**src/rtl/cpu_pkg.sv**
```systemverilog
// Shared CPU definitions: fetch-controller state encoding, PC increment,
// default reset vector and small address helpers.
package cpu_pkg;

    typedef enum logic [1:0] {
        ST_BOOT       = 2'd0,
        ST_RUN        = 2'd1,
        ST_WAIT_MEM   = 2'd2,
        ST_HOLD_REDIR = 2'd3
    } pc_state_e;

    localparam logic [31:0] PC_INCR              = 32'd4;
    localparam logic [31:0] RESET_VECTOR_DEFAULT = 32'h0000_0000;

    // Force a byte address onto a word boundary.
    function automatic logic [31:0] word_align(input logic [31:0] addr);
        return {addr[31:2], 2'b00};
    endfunction

    // True when a byte address is not on a word boundary.
    function automatic logic is_misaligned(input logic [31:0] addr);
        return (addr[1:0] != 2'b00);
    endfunction

endpackage

```
**src/rtl/pc_next_ctrl.sv**
```systemverilog
// Next-PC controller: picks the next fetch address (boot vector, sequential,
// branch or jump), holds it across stalls and memory back-pressure, and keeps
// a pending redirect until the fetch path can accept it. The PC register
// itself is external; this block drives its address and write enable.
module pc_next_ctrl
    import cpu_pkg::*;
#(
    parameter logic [31:0] RESET_VECTOR = RESET_VECTOR_DEFAULT
) (
    input  logic        clk,
    input  logic        reset_in,
    input  logic [31:0] pc_in,
    input  logic        stall_in,
    input  logic        imem_ready_in,
    input  logic        branch_taken_in,
    input  logic [31:0] branch_target_in,
    input  logic        jump_in,
    input  logic [31:0] jump_target_in,
    output logic [31:0] pc_next_out,
    output logic        pc_write_out,
    output logic        redirect_pending_out,
    output logic        misalign_err_out,
    output logic [31:0] fetch_count_out
);

    pc_state_e   state_q, state_d;
    logic [31:0] redir_tgt_q, redir_tgt_d;
    logic        redirect_pending_q, redirect_pending_d;
    logic        misalign_q, misalign_d;
    logic [31:0] fetch_count_q, fetch_count_d;

    logic        go_s;
    logic        redir_s;
    logic [31:0] raw_tgt_s;
    logic [31:0] redir_tgt_s;
    logic [31:0] seq_pc_s;
    logic        pc_write_s;
    logic [31:0] pc_next_s;

    // Candidate targets: jump outranks branch; redirects are word-aligned.
    always_comb begin
        go_s        = (~stall_in) & imem_ready_in;
        redir_s     = jump_in | branch_taken_in;
        raw_tgt_s   = jump_in ? jump_target_in : branch_target_in;
        redir_tgt_s = word_align(raw_tgt_s);
        seq_pc_s    = pc_in + PC_INCR;
    end

    // State register and latched redirect / sticky error / fetch counter.
    always_ff @(posedge clk) begin
        if (reset_in) begin
            state_q            <= ST_BOOT;
            redir_tgt_q        <= 32'h0000_0000;
            redirect_pending_q <= 1'b0;
            misalign_q         <= 1'b0;
            fetch_count_q      <= 32'h0000_0000;
        end else begin
            state_q            <= state_d;
            redir_tgt_q        <= redir_tgt_d;
            redirect_pending_q <= redirect_pending_d;
            misalign_q         <= misalign_d;
            fetch_count_q      <= fetch_count_d;
        end
    end

    // Next-state logic: latch a redirect whenever it cannot be applied now.
    always_comb begin
        state_d            = state_q;
        redir_tgt_d        = redir_tgt_q;
        redirect_pending_d = redirect_pending_q;
        misalign_d         = misalign_q;
        fetch_count_d      = pc_write_s ? (fetch_count_q + 32'd1) : fetch_count_q;
        case (state_q)
            ST_BOOT: begin
                state_d = ST_RUN;
            end
            ST_RUN, ST_WAIT_MEM: begin
                if (redir_s && is_misaligned(raw_tgt_s)) begin
                    misalign_d = 1'b1;
                end else begin
                    misalign_d = misalign_q;
                end
                if (go_s) begin
                    state_d = ST_RUN;
                end else if (redir_s) begin
                    state_d            = ST_HOLD_REDIR;
                    redir_tgt_d        = redir_tgt_s;
                    redirect_pending_d = 1'b1;
                end else if (!stall_in) begin
                    state_d = ST_WAIT_MEM;
                end else begin
                    state_d = ST_RUN;
                end
            end
            ST_HOLD_REDIR: begin
                if (go_s) begin
                    state_d            = ST_RUN;
                    redirect_pending_d = 1'b0;
                end else begin
                    state_d = ST_HOLD_REDIR;
                end
            end
            default: begin
                state_d            = ST_BOOT;
                redirect_pending_d = 1'b0;
            end
        endcase
    end

    // Output logic: zero-latency address and write enable for the PC register.
    always_comb begin
        pc_write_s = 1'b0;
        pc_next_s  = RESET_VECTOR;
        if (reset_in) begin
            pc_write_s = 1'b0;
            pc_next_s  = RESET_VECTOR;
        end else begin
            case (state_q)
                ST_BOOT: begin
                    pc_write_s = 1'b1;
                    pc_next_s  = RESET_VECTOR;
                end
                ST_RUN, ST_WAIT_MEM: begin
                    pc_write_s = go_s;
                    pc_next_s  = redir_s ? redir_tgt_s : seq_pc_s;
                end
                ST_HOLD_REDIR: begin
                    pc_write_s = go_s;
                    pc_next_s  = redir_tgt_q;
                end
                default: begin
                    pc_write_s = 1'b0;
                    pc_next_s  = RESET_VECTOR;
                end
            endcase
        end
    end

    // Output drive; status outputs read as cleared for the whole reset cycle.
    always_comb begin
        pc_next_out          = pc_next_s;
        pc_write_out         = pc_write_s;
        redirect_pending_out = redirect_pending_q & ~reset_in;
        misalign_err_out     = misalign_q & ~reset_in;
        fetch_count_out      = fetch_count_q & {32{~reset_in}};
    end

endmodule
```
**config.mk**
```make
export PLATFORM = sky130hd
export DESIGN_NAME = pc_next_ctrl
export DESIGN_NICKNAME = d
export VERILOG_FILES = /design/src/rtl/cpu_pkg.sv /design/src/rtl/pc_next_ctrl.sv
export SDC_FILE = /design/constraint.sdc
export NUM_CORES = 1
export LEC_CHECK = 0
export CORE_UTILIZATION = 45
export CTS_BUF_LIST = sky130_fd_sc_hd__clkbuf_8
export DETAILED_ROUTE_END_ITERATION = 10
export PLACE_DENSITY_LB_ADDON = 0.1
export RECOVER_POWER = 50
export SLEW_MARGIN = 20
export SYNTH_ARGS = -nofsm -noshare
export SYNTH_HDL_FRONTEND = slang
export SYNTH_SLANG_ARGS = --single-unit
```
**constraint.sdc**
```tcl
create_clock -name clk -period 6.4 [get_ports clk]
set_input_delay 1.28 -clock clk [delete_from_list [all_inputs] [get_ports clk]]
set_output_delay 1.28 -clock clk [all_outputs]
set_load 0.03 [all_outputs]
```
==> out/qor.yml <==
status: "finished, violations left"
violations: "max-capacitance violations, max-slew violations"
register_area_um2: 1320
crit_path_start_kind: "primary input"
synthFlopType: "dfxtp_1"
h-tree-depth: 3
num-fill-cells: 857
grt_max_degree: 75
clock_path_buffers: 2
skew_ps: 7.92
final_area_um2: 6610
rsz0062_at_grt: "false"
period_share_pct: 90.5
finalHoldViolations: 0
portBuffers: 168
maxSlewViolCount: 73
die_area_um2: 10800
area_growth_pct: 42.0
yosys_register_bits: 66
synth_cell_types: 46
postCtsResizedCells: 0
slew_headroom_pct: -36.1
vias: 5376
vias_per_cell: 6.01
fmax_mhz: 173
yosysSeqAreaShare_pct: 28.4
gp_congestion: 0.883
arrival_ps: 4510
die_w_um: 104
hold_start: "misalign_q"
multi_input_area_um2: 3100
utilization_pct: 66.7
drv_cap: 2
yosys_warnings: 0
tns_ps: 0
placed_cell_area_um2: 6420
wire_per_inst_um: 17.3
cts-root-buf: "clkbuf_8"
setup_viol: 0
worstMarginPinSlew_ps: 2040
cp-startpoint: "jump_in"
syn_inst: 612
synth_edf_count: 0
ctsHoldBuffers: 0
powerDensity_nw_per_um2: 186
placed_cells: 879
grt_use_total_pct: 28.2
clk_pin_slew_worst_paths_ps: 60
async_flop_share_pct: 0
hpwl_um: 11200
total_power_mw: 1.23
fin_crit_ps: 5790
core-area_um2: 9910
die_height_um: 104
cp_max_fo: 36
fin_cells: 895
drc: 0
start_util_pct: 47.0
crit_type: "in -> out"
ant_nets: 0
leakagePower_nw: 2.21
cts.sinks: 66
end_kind: "primary output"
ios: 169
cts_setup_buffers: 0
antenna_found_initial: 0
grt_pass1_wl_um: 24900
drive_above_1_share_pct: 9.71
row_count: 36
clock_latency_ps: 340
numCtsBuffers: 9
n_antenna_cell: 0
synth_nets: 719
hold_path_depth: 2
cts_tree: "yes"
final_nets: 864
firstDrtPassIters: 5
r2r-start: "state_q[0]"
r2r_cells: 8
hp-class: "reg -> reg"
drt_iter0_drc: 409
drt-total-wl_um: 15500
grt.overflow.total: 0
synth_area_um2: 4660
grt_pass1_vias: 4978
syn_area_per_cell_um2: 7.61
critical_path_required_ps: 5120
vdd_drop_max_mv: 0.134
==> critical path: stages <==
cell	delay, ps
clkbuf_1	750
or3b_2	920
or3_1	340
or4_1	400
o211ai_1	110
clkdlybuf4s50_1	700
==> kinds of logic (layout without fill, tap and decap cells) <==
logic type      count (synthesis)  count (layout)  share of synthesized area (%)
flops                          66              66                           28.4
compound gates                117             117                           17.4
simple gates                  298             298                           33.6
fa+ha+maj                       5               5                           1.34
buf+inv                        64             214                           5.24
mux                            46              46                           11.0
xor+xnor                       16              16                           3.01
==> layout by cell type, fill, tap and decap left out, drive strengths merged, types with 9 or more instances in the layout <==
master	instances
nor3	74
o22ai	9
xnor2	11
o211ai	10
nor4	15
or4	9
buf	9
nand2	23
clkbuf	18
o21ai	18
inv	20
a21oi	18
nand4	18
clkdlybuf4s50	165
nor2b	29
nor2	74
nand3	23
and3	11
mux2	42
a22oi	23
dfxtp	66
==> stage by stage <==
step	hold WS, ps	setup slack (ps)
2_1_floorplan	429	1970
3_3_place_gp	449	852
4_1_cts	486	787
6_report	473	608
3_5_place_dp	471	793
5_1_grt	519	410
==> routing by layer <==
metal	GRT usage, %	wire [um]	vias to the layer above
met3	7.24	1600	10
li1	-	-	2573
met2	46.9	7250	271
met1	36.9	6540	2522
met4	5.82	115	0
met5	0	0	-
==> final cells by class <==
cell class	count	area share, %
Multi-Input combinational cell	482	46.8
Timing Repair Buffer	180	26.4
Sequential cell	66	20.0
Clock buffer	13	2.71
Tap cell	133	2.52
Inverter	18	1.02
Clock inverter	3	0.568
==> registers in the layout (all words and copies together) (netlist names) <==
name / cells
state_q: 2
redirect_pending_q: 1
redir_tgt_q: 30
misalign_q: 1
fetch_count_q: 32
==> synth_stat cells, drive strengths merged, types with 3 or more instances <==
| master | number | share of area, % |
|---|---|---|
| inv | 18 | 1.5 |
| mux2 | 42 | 10 |
| nor2b | 29 | 3.9 |
| xor2 | 5 | 0.94 |
| nor2 | 74 | 6.0 |
| o31ai | 4 | 0.65 |
| and4 | 5 | 0.94 |
| ha | 5 | 1.3 |
| nor3 | 74 | 8.0 |
| o21ai | 18 | 1.9 |
| a21oi | 18 | 1.9 |
| or3 | 8 | 1.1 |
| xnor2 | 11 | 2.1 |
| a22oi | 23 | 3.7 |
| nand3 | 23 | 2.5 |
| o21a | 4 | 0.65 |
| or2 | 3 | 0.40 |
| nand4b | 3 | 0.56 |
| a211oi | 5 | 0.81 |
| o22ai | 9 | 1.2 |
| nor4 | 15 | 2.0 |
| o311ai | 8 | 1.5 |
| or4 | 9 | 1.5 |
| o211ai | 10 | 1.6 |
| buf | 6 | 0.54 |
| and3 | 11 | 1.5 |
| nand4 | 18 | 3.1 |
| dfxtp | 66 | 28 |
| o2111ai | 5 | 0.94 |
| mux2i | 4 | 0.86 |
| nand2 | 23 | 1.9 |
| a222oi | 3 | 0.65 |
| clkbuf | 40 | 3.3 |
==> worst paths after layout <==
kind | end | slack (ps)
worst min-delay path | misalign_q | 470
worst min register to register | misalign_q | 470
worst max register to register | redir_tgt_q[15] | 3270
worst max-delay path | pc_next_out[28] | 610
==> where the power goes <==
part           leakage (nW)  switching, mW  internal [mW]
combinational          1.55          0.219          0.170
clock                 0.118          0.150          0.220
sequential            0.539         0.0214          0.448
total                  2.21          0.390          0.838
No activity file was read; power rests on OpenSTA's default activity.
